===== config.mk =====
export PLATFORM = sky130hd
export DESIGN_NAME = frame_buffer_reader
export DESIGN_NICKNAME = d
export VERILOG_FILES = /design/src/rtl/frame_buffer_reader.sv
export SDC_FILE = /design/constraint.sdc
export NUM_CORES = 1
export LEC_CHECK = 0
export ABC_AREA = 1
export CORE_ASPECT_RATIO = 1.5
export CORE_MARGIN = 4
export CORE_UTILIZATION = 43
export DETAILED_ROUTE_END_ITERATION = 8
export PLACE_DENSITY = 0.82
export SETUP_SLACK_MARGIN = 0.4
export SLEW_MARGIN = 20
export SYNTH_ARGS = -nofsm -noshare
export SYNTH_HDL_FRONTEND = slang
export SYNTH_SLANG_ARGS = --single-unit
export TNS_END_PERCENT = 10

===== constraint.sdc =====
create_clock -name pixel_clk_in -period 4.5 [get_ports pixel_clk_in]
set_input_delay 1.125 -clock pixel_clk_in [delete_from_list [all_inputs] [get_ports pixel_clk_in]]
set_output_delay 1.125 -clock pixel_clk_in [all_outputs]
set_load 0.1 [all_outputs]

===== src/rtl/frame_buffer_reader.sv =====
// frame_buffer_reader
//
// Display-side reader for a double-buffered, upscaled RGB565 frame buffer. Converts the
// video timing position into a BRAM read address, expands the returned RGB565 word to
// RGB888 and delays the sync/active strobes so they line up with the pixel data.
// A small handshake FSM swaps the displayed buffer only at new-frame boundaries.
//
// Optional feature: define FB_READER_BORDER_EN to paint a one-pixel white border around
// the active area (same latency as buffer data). Without the macro no border logic exists.
//
// Ports:
//   pixel_clk_in     pixel clock
//   rst_in           synchronous active-high reset
//   hcount_in        horizontal position from the timing generator
//   vcount_in        vertical position from the timing generator
//   hs_in, vs_in     horizontal / vertical sync from the timing generator
//   ad_in            active-display flag
//   nf_in            new-frame strobe
//   addr_out         BRAM read address (registered)
//   bram_data_in     RGB565 read data, valid BRAM_LATENCY cycles after addr_out
//   swap_req_in      writer requests a buffer swap
//   swap_ack_out     one-cycle swap grant
//   read_buf_out     buffer currently being displayed
//   rgb_out          {R8,G8,B8}, BRAM_LATENCY+2 cycles after the timing inputs
//   hs_out, vs_out,
//   ad_out           timing strobes delayed to align with rgb_out
//   frame_count_out  6-bit wrapping frame counter

module frame_buffer_reader #(
  parameter int unsigned ACTIVE_H_PIXELS = 1280,
  parameter int unsigned ACTIVE_LINES    = 720,
  parameter int unsigned SCALE_SHIFT     = 2,
  parameter int unsigned BRAM_LATENCY    = 2
) (
  input  logic        pixel_clk_in,
  input  logic        rst_in,
  input  logic [10:0] hcount_in,
  input  logic [9:0]  vcount_in,
  input  logic        hs_in,
  input  logic        vs_in,
  input  logic        ad_in,
  input  logic        nf_in,
  output logic [16:0] addr_out,
  input  logic [15:0] bram_data_in,
  input  logic        swap_req_in,
  output logic        swap_ack_out,
  output logic        read_buf_out,
  output logic [23:0] rgb_out,
  output logic        hs_out,
  output logic        vs_out,
  output logic        ad_out,
  output logic [5:0]  frame_count_out
);

  localparam int unsigned FbW       = ACTIVE_H_PIXELS >> SCALE_SHIFT;
  localparam int unsigned FbH       = ACTIVE_LINES >> SCALE_SHIFT;
  localparam int unsigned FbSize    = FbW * FbH;
  // One cycle to register the address, BRAM_LATENCY in the BRAM, one to register rgb_out.
  localparam int unsigned PipeDepth = BRAM_LATENCY + 2;

  // ------------------------------------------------------------------------------------
  // Address generation
  // ------------------------------------------------------------------------------------
  logic [16:0] col;
  logic [16:0] row;
  logic [16:0] row_base;
  logic [16:0] buf_base;
  logic [16:0] addr_d;

  always_comb begin
    col      = 17'(hcount_in >> SCALE_SHIFT);
    row      = 17'(vcount_in >> SCALE_SHIFT);
    row_base = row * 17'(FbW);
    buf_base = read_buf_out ? 17'(FbSize) : 17'd0;
    // Park the address at 0 outside active video so no stray reads are issued.
    addr_d   = ad_in ? (buf_base + row_base + col) : 17'd0;
  end

  always_ff @(posedge pixel_clk_in) begin
    if (rst_in) begin
      addr_out <= 17'd0;
    end else begin
      addr_out <= addr_d;
    end
  end

  // ------------------------------------------------------------------------------------
  // Timing strobe delay lines; bit k holds the input delayed by k+1 cycles
  // ------------------------------------------------------------------------------------
  logic [PipeDepth-1:0] hs_pipe;
  logic [PipeDepth-1:0] vs_pipe;
  logic [PipeDepth-1:0] ad_pipe;

  always_ff @(posedge pixel_clk_in) begin
    if (rst_in) begin
      hs_pipe <= '0;
      vs_pipe <= '0;
      ad_pipe <= '0;
    end else begin
      hs_pipe <= {hs_pipe[PipeDepth-2:0], hs_in};
      vs_pipe <= {vs_pipe[PipeDepth-2:0], vs_in};
      ad_pipe <= {ad_pipe[PipeDepth-2:0], ad_in};
    end
  end

  assign hs_out = hs_pipe[PipeDepth-1];
  assign vs_out = vs_pipe[PipeDepth-1];
  assign ad_out = ad_pipe[PipeDepth-1];

  // ------------------------------------------------------------------------------------
  // Optional border overlay, carried alongside the strobes
  // ------------------------------------------------------------------------------------
`ifdef FB_READER_BORDER_EN
  logic                 border_in;
  logic [PipeDepth-2:0] bd_pipe;

  always_comb begin
    border_in = ad_in && ((hcount_in == 11'd0) ||
                          (hcount_in == 11'(ACTIVE_H_PIXELS - 1)) ||
                          (vcount_in == 10'd0) ||
                          (vcount_in == 10'(ACTIVE_LINES - 1)));
  end

  always_ff @(posedge pixel_clk_in) begin
    if (rst_in) begin
      bd_pipe <= '0;
    end else begin
      bd_pipe <= {bd_pipe[PipeDepth-3:0], border_in};
    end
  end
`endif

  // ------------------------------------------------------------------------------------
  // Pixel expansion; stage PipeDepth-2 of the strobes is aligned with bram_data_in
  // ------------------------------------------------------------------------------------
  logic [4:0]  r5;
  logic [5:0]  g6;
  logic [4:0]  b5;
  logic [23:0] rgb_exp;
  logic [23:0] rgb_d;

  always_comb begin
    r5      = bram_data_in[15:11];
    g6      = bram_data_in[10:5];
    b5      = bram_data_in[4:0];
    // Replicate MSBs into the new LSBs so full-scale 565 maps to full-scale 888.
    rgb_exp = {r5, r5[4:2], g6, g6[5:4], b5, b5[4:2]};
    rgb_d   = 24'd0;
    if (ad_pipe[PipeDepth-2]) begin
`ifdef FB_READER_BORDER_EN
      rgb_d = bd_pipe[PipeDepth-2] ? 24'hFFFFFF : rgb_exp;
`else
      rgb_d = rgb_exp;
`endif
    end
  end

  always_ff @(posedge pixel_clk_in) begin
    if (rst_in) begin
      rgb_out <= 24'd0;
    end else begin
      rgb_out <= rgb_d;
    end
  end

  // ------------------------------------------------------------------------------------
  // Buffer swap handshake and frame counter
  // ------------------------------------------------------------------------------------
  typedef enum logic [0:0] {StIdle, StPending} swap_state_e;

  swap_state_e state_q;

  always_ff @(posedge pixel_clk_in) begin
    if (rst_in) begin
      state_q         <= StIdle;
      read_buf_out    <= 1'b0;
      swap_ack_out    <= 1'b0;
      frame_count_out <= 6'd0;
    end else begin
      swap_ack_out <= 1'b0;
      if (nf_in) begin
        frame_count_out <= frame_count_out + 6'd1;
      end
      // read_buf only ever flips on nf_in, so a frame never mixes buffers. After a grant
      // the FSM returns to idle; a request still held re-arms for the next frame.
      case (state_q)
        StIdle: begin
          if (swap_req_in) begin
            if (nf_in) begin
              read_buf_out <= ~read_buf_out;
              swap_ack_out <= 1'b1;
            end else begin
              state_q <= StPending;
            end
          end
        end
        StPending: begin
          if (nf_in) begin
            read_buf_out <= ~read_buf_out;
            swap_ack_out <= 1'b1;
            state_q      <= StIdle;
          end
        end
        default: state_q <= StIdle;
      endcase
    end
  end

endmodule

# ---- Yosys cells after proc, flatten, opt, wreduce, memory -nomap -nowiden
# Index checks and enable logic that the tools add are counted.
# W data, S select, Z words.
dict set report word_totals {
  ff_bits 62
  latchBits 0
  mem_bits_rw 0
  romBits 0
  in_bits 44
  output_inout_bits 52
  word_cells 30
  memories 0
}
dict set report classes {
  add_sub_neg 3
  n_mul 1
  div_mod_pow 0
  n_lt_le_gt_ge 0
  eq_ne 1
  shift 0
  muxes 10
  bitwise 4
  n_reduce_logical 2
}
# op count
set ops {}
lappend ops {{$add A16 B17 Y17} 1}
lappend ops {{$add A17 B9 Y17} 1}
lappend ops {{$mux W16} 1}
lappend ops {{$mul A8 B3 Y11 const B} 1}
lappend ops {{$add A6 B1 Y6 const B} 1}
lappend ops {{$mux W1} 6}
lappend ops {{$pmux W1 S2} 3}
lappend ops {{$not A1 Y1} 4}
lappend ops {{$reduce_or A2 Y1} 2}
lappend ops {{$ne A2 B2 Y1 const B} 1}

# ---- Logic depth before layout (Yosys ltp)
dict set report depth {
  word_depth 4
  ltp_mapped 19
  depth_no_buf 19
}

# ---- Worst setup path after synthesis
# Ideal clock, no wire load.
dict set report synth_path {
  path_kind {input to register}
  startpoint {input port vcount_in[3]}
  endpoint {register addr_out[16]}
  arrival_time_ns 3.724
  slack_ns 0.645
  stages 19
  path_buffers 0
  path_cell_list {ha_1 ha_1 fa_1 a21oi_1 o21ai_0 nand2_1 nand2_1 a21oi_1 xnor2_1 ha_1 ha_1 inv_1 nor2_1 nand3_1 nor2_1 nor2_1 nand2_1 nand2_1 a21oi_2}
}
dict set report synth_via {
  elab_chain_len 3
}
# element line_no
set synth_lines {}
lappend synth_lines {{from (decl)} 38} ;# input logic [9:0] vcount_in,
lappend synth_lines {{$mul A8 B3 Y11} 73} ;# row_base = row * 17'(FbW);
lappend synth_lines {{$add A16 B17 Y17} 76} ;# addr_d = ad_in ? (buf_base + row_base + col) : 17'd0;
lappend synth_lines {{$add A17 B9 Y17} 76}
lappend synth_lines {{to (signal assigned)} 83} ;# addr_out <= addr_d;
lappend synth_lines {{to (decl)} 43} ;# output logic [16:0] addr_out,
# No other way between the ends.
# A chain may end at the register's enable or synchronous reset.

# ---- Worst setup path after layout
dict set report layout_path {
  startpoint {input port vcount_in[6]}
  endpoint {register addr_out[16]}
}
# The elaborated chain is that of the path after synthesis.

==> results_dict.tcl <==
set metrics [dict create \
    grt_overflow 0 \
    yosysMostFrequentCell "inv_1" \
    hold_class "reg -> reg" \
    hold_slack_ns 0.405 \
    finish.utilization_pct 66.7 \
    layout.nets 446 \
    power-per-cell-area_nw_per_um2 331 \
    hpwl_mm 4.17 \
    arrival_ns 4.18 \
    synthTopCellsByCount "inv_1 (58), dfxtp_1 (54), nor2_1 (52)" \
    avgRoutedWirePerCell_microns 11.7 \
    fin_crit_ns 3.96 \
    fmax_ghz 0.253 \
    cts_inserted_buffers 5 \
    grt_pass1_vias 1969 \
    synth_nets 357 \
    grt_max_degree 18 \
    area_growth_syn_to_layout_pct 48.1 \
    postSynthCellCount 287 \
    critical-path-max-stage-delay_ns 0.53 \
    die_w_microns 68.5 \
    tritoncts "yes" \
    crit_type "in -> reg" \
    critPathSlowestCell "clkdlybuf4s50_1" \
    worst_pin_slew_ns 0.999 \
    synth_cell_types 23 \
    avgSynthCellArea_sq_um 8.23 \
    num_rows 32 \
    track_usage_pct 14.9 \
    place.gp.congestion 0.790 \
    cap_violations 0 \
    highest_layer "met4" \
    io_pins 96 \
    ant_nets 0 \
    post-cts-setup-buffer-count 0 \
    yosysSeqAreaShare_pct 45.8 \
    ys_ff_latch 54 \
    core_area_sq_um 5250 \
    async_flop_share_pct 0 \
    synthFlopType "dfxtp_1" \
    crit_chain "clkdlybuf4s50_1 -> ha_4 -> fa_2 -> a21oi_2 -> o21ai_2 -> nand2_1 -> nand2_1 -> a21oi_2 -> xnor2_1 -> ha_1 -> ha_4 -> inv_1 -> nor2_1 -> nand3_1 -> nor2_1 -> nor2_1 -> nand2_1 -> nand2_1 -> a21oi_2" \
    vias 2050 \
    status "finished clean" \
    finalClockSkew_ns 0.00406 \
    dr.pass1.iters 4 \
    synth_top_area_share_pct 45.8 \
    critical_path.endpoint_type "register" \
    multi_input_area_sq_um 1080 \
    cts_buffer_depth 2 \
    syn_area_sq_um 2360 \
    vdd_drop_max_v 0.000154 \
    grt_first_pass_wirelength_mm 7.94 \
    register_area_sq_um 1080 \
    drt-total-wl_mm 5.19 \
    fin_total_pwr_mw 1.16 \
    leakagePower_nw 1.63 \
    fin_cells 445 \
    clkLatencyLatePin_ns 0.29 \
    slew-limit-headroom_pct 33.2 \
    cts_max_level 2 \
    finalSetupViolCount 0 \
    die-height_microns 98.8 \
    final_hold_viol_count 0 \
    routed_via_density 4.61 \
    place_inst 437 \
    timing.setup.tns_ns 0 \
    required_ns 4.72 \
    floorplan.initialDensity_pct 45.0 \
    critPathMostFrequentCell "nand2_1" \
    wl_met2_mm 2.89 \
    rsz0062_at_grt "no" \
    timing.final.crit_share_pct 87.9 \
    yosys_warnings 0 \
    drt_iter0_drc 89 \
    io_buffers 91 \
    insertedDiodeCount 0 \
    final_max_slew_viol_count 0 \
    cts-root-buf "clkbuf_8" \
    fill_cells 448 \
    synth-edff-count 0 \
    wirelength_met1_mm 1.84 \
    antenna_found_initial 0 \
    die_area_sq_um 6760 \
    route.met3.wl_microns 352 \
    worst-path-max-fanout 2 \
    drc 0 \
    critPathLaunchType "input pin" \
    path_clk_slew_ns 0.09 \
    drive_above_1_share_pct 7.69 \
    clkSinkCount 54 \
    synth_area_leaders "dfxtp_1 (46%), ha_1 (12%), inv_1 (9.2%)" \
    yosysTopAreaCell "dfxtp_1" \
]
==> per-layer routing <==
layer / vias to the layer above / GRT usage (%)
met5: - / 0
met1: 922 / 13.9
met3: 12 / 3.19
met2: 71 / 29.5
met4: 0 / 5.05
li1: 1045 / -
==> metrics by stage <==
step	setup slack (ns)	area, sq um
floorplan	0.645	2360
global placement	0.0928	3300
detailed placement	-0.00804	3300
CTS	0.433	3410
global route	0.373	3500
finish	0.543	3500
==> placed cells by master, fill, tap and decap left out, drive strengths merged <==
master         synthesis  routed
clkdlybuf4s50          0      87
inv                   58      58
dfxtp                 54      54
nor2                  53      53
nand2                 31      31
ha                    23      23
a21oi                 17      17
nand3                 12      12
o21ai                  9       9
clkbuf                 4       7
nor3                   6       6
dlymetal6s2s           0       4
buf                    8       3
fa                     3       3
xnor2                  2       2
o21a                   2       2
xor2                   2       2
a31oi                  1       1
a21boi                 1       1
a21o                   1       1
clkinv                 0       1
==> report_power, final <==
| group | leakage (nW) | switching (mW) | internal (mW) |
|---|---|---|---|
| combinational | 1.14 | 0.254 | 0.133 |
| sequential | 0.441 | 0.00829 | 0.498 |
| clock | 0.0482 | 0.140 | 0.124 |
| total | 1.63 | 0.402 | 0.755 |
==> flip-flops by register name (all words and copies together), names as in the netlist <==
register	flops
hs_pipe	4
vs_pipe	4
ad_pipe	4
read_buf_out	1
swap_ack_out	1
rgb_out	16
state_q	1
frame_count_out	6
addr_out	17
==> timing repair <==
action | 4_1_cts | 5_1_grt
hold buffers | 0 | 0
setup endpoints to repair | 1 | 1
pin swaps | 1 | 9
gates cloned | 0 | 0
resized for setup | 4 | 15
==> worst max-delay path: cells and delay by family <==
kind,cells,cell delay [ns]
buf+inv,2,0.58
simple gates,8,0.62
xor+xnor,1,0.09
fa+ha+maj,4,1.24
compound gates,4,0.52
==> cells by family (layout without fill, tap and decap cells) <==
group	after synthesis	after routing	share of synthesized area, %
adder cells (fa/ha/maj)	26	26	14.7
buffers and inverters	70	160	12.4
AND/OR/NAND/NOR	102	102	17.9
AO/OA/AOI/OAI	31	31	7.37
flip-flops	54	54	45.8
XOR/XNOR	4	4	1.80
==> cell type report <==
type | instances | share of cell area, %
well taps | 68 | 2.43
flip-flops and latches | 54 | 30.9
clock inverters | 1 | 0.143
clock buffers | 7 | 2.47
multi-input cells | 163 | 30.8
repair buffers | 94 | 27.0
inverters | 58 | 6.23
==> final timing paths <==
path                 from  slack (ns)           end  cells past startpoint
min reg2reg    vs_pipe[0]        0.40    vs_pipe[1]                      2
max reg2reg  read_buf_out        2.12  addr_out[15]                     12
max          vcount_in[6]        0.54  addr_out[16]                     19
min            vs_pipe[0]        0.40    vs_pipe[1]                      2
Power figures use the tool's default switching activity.
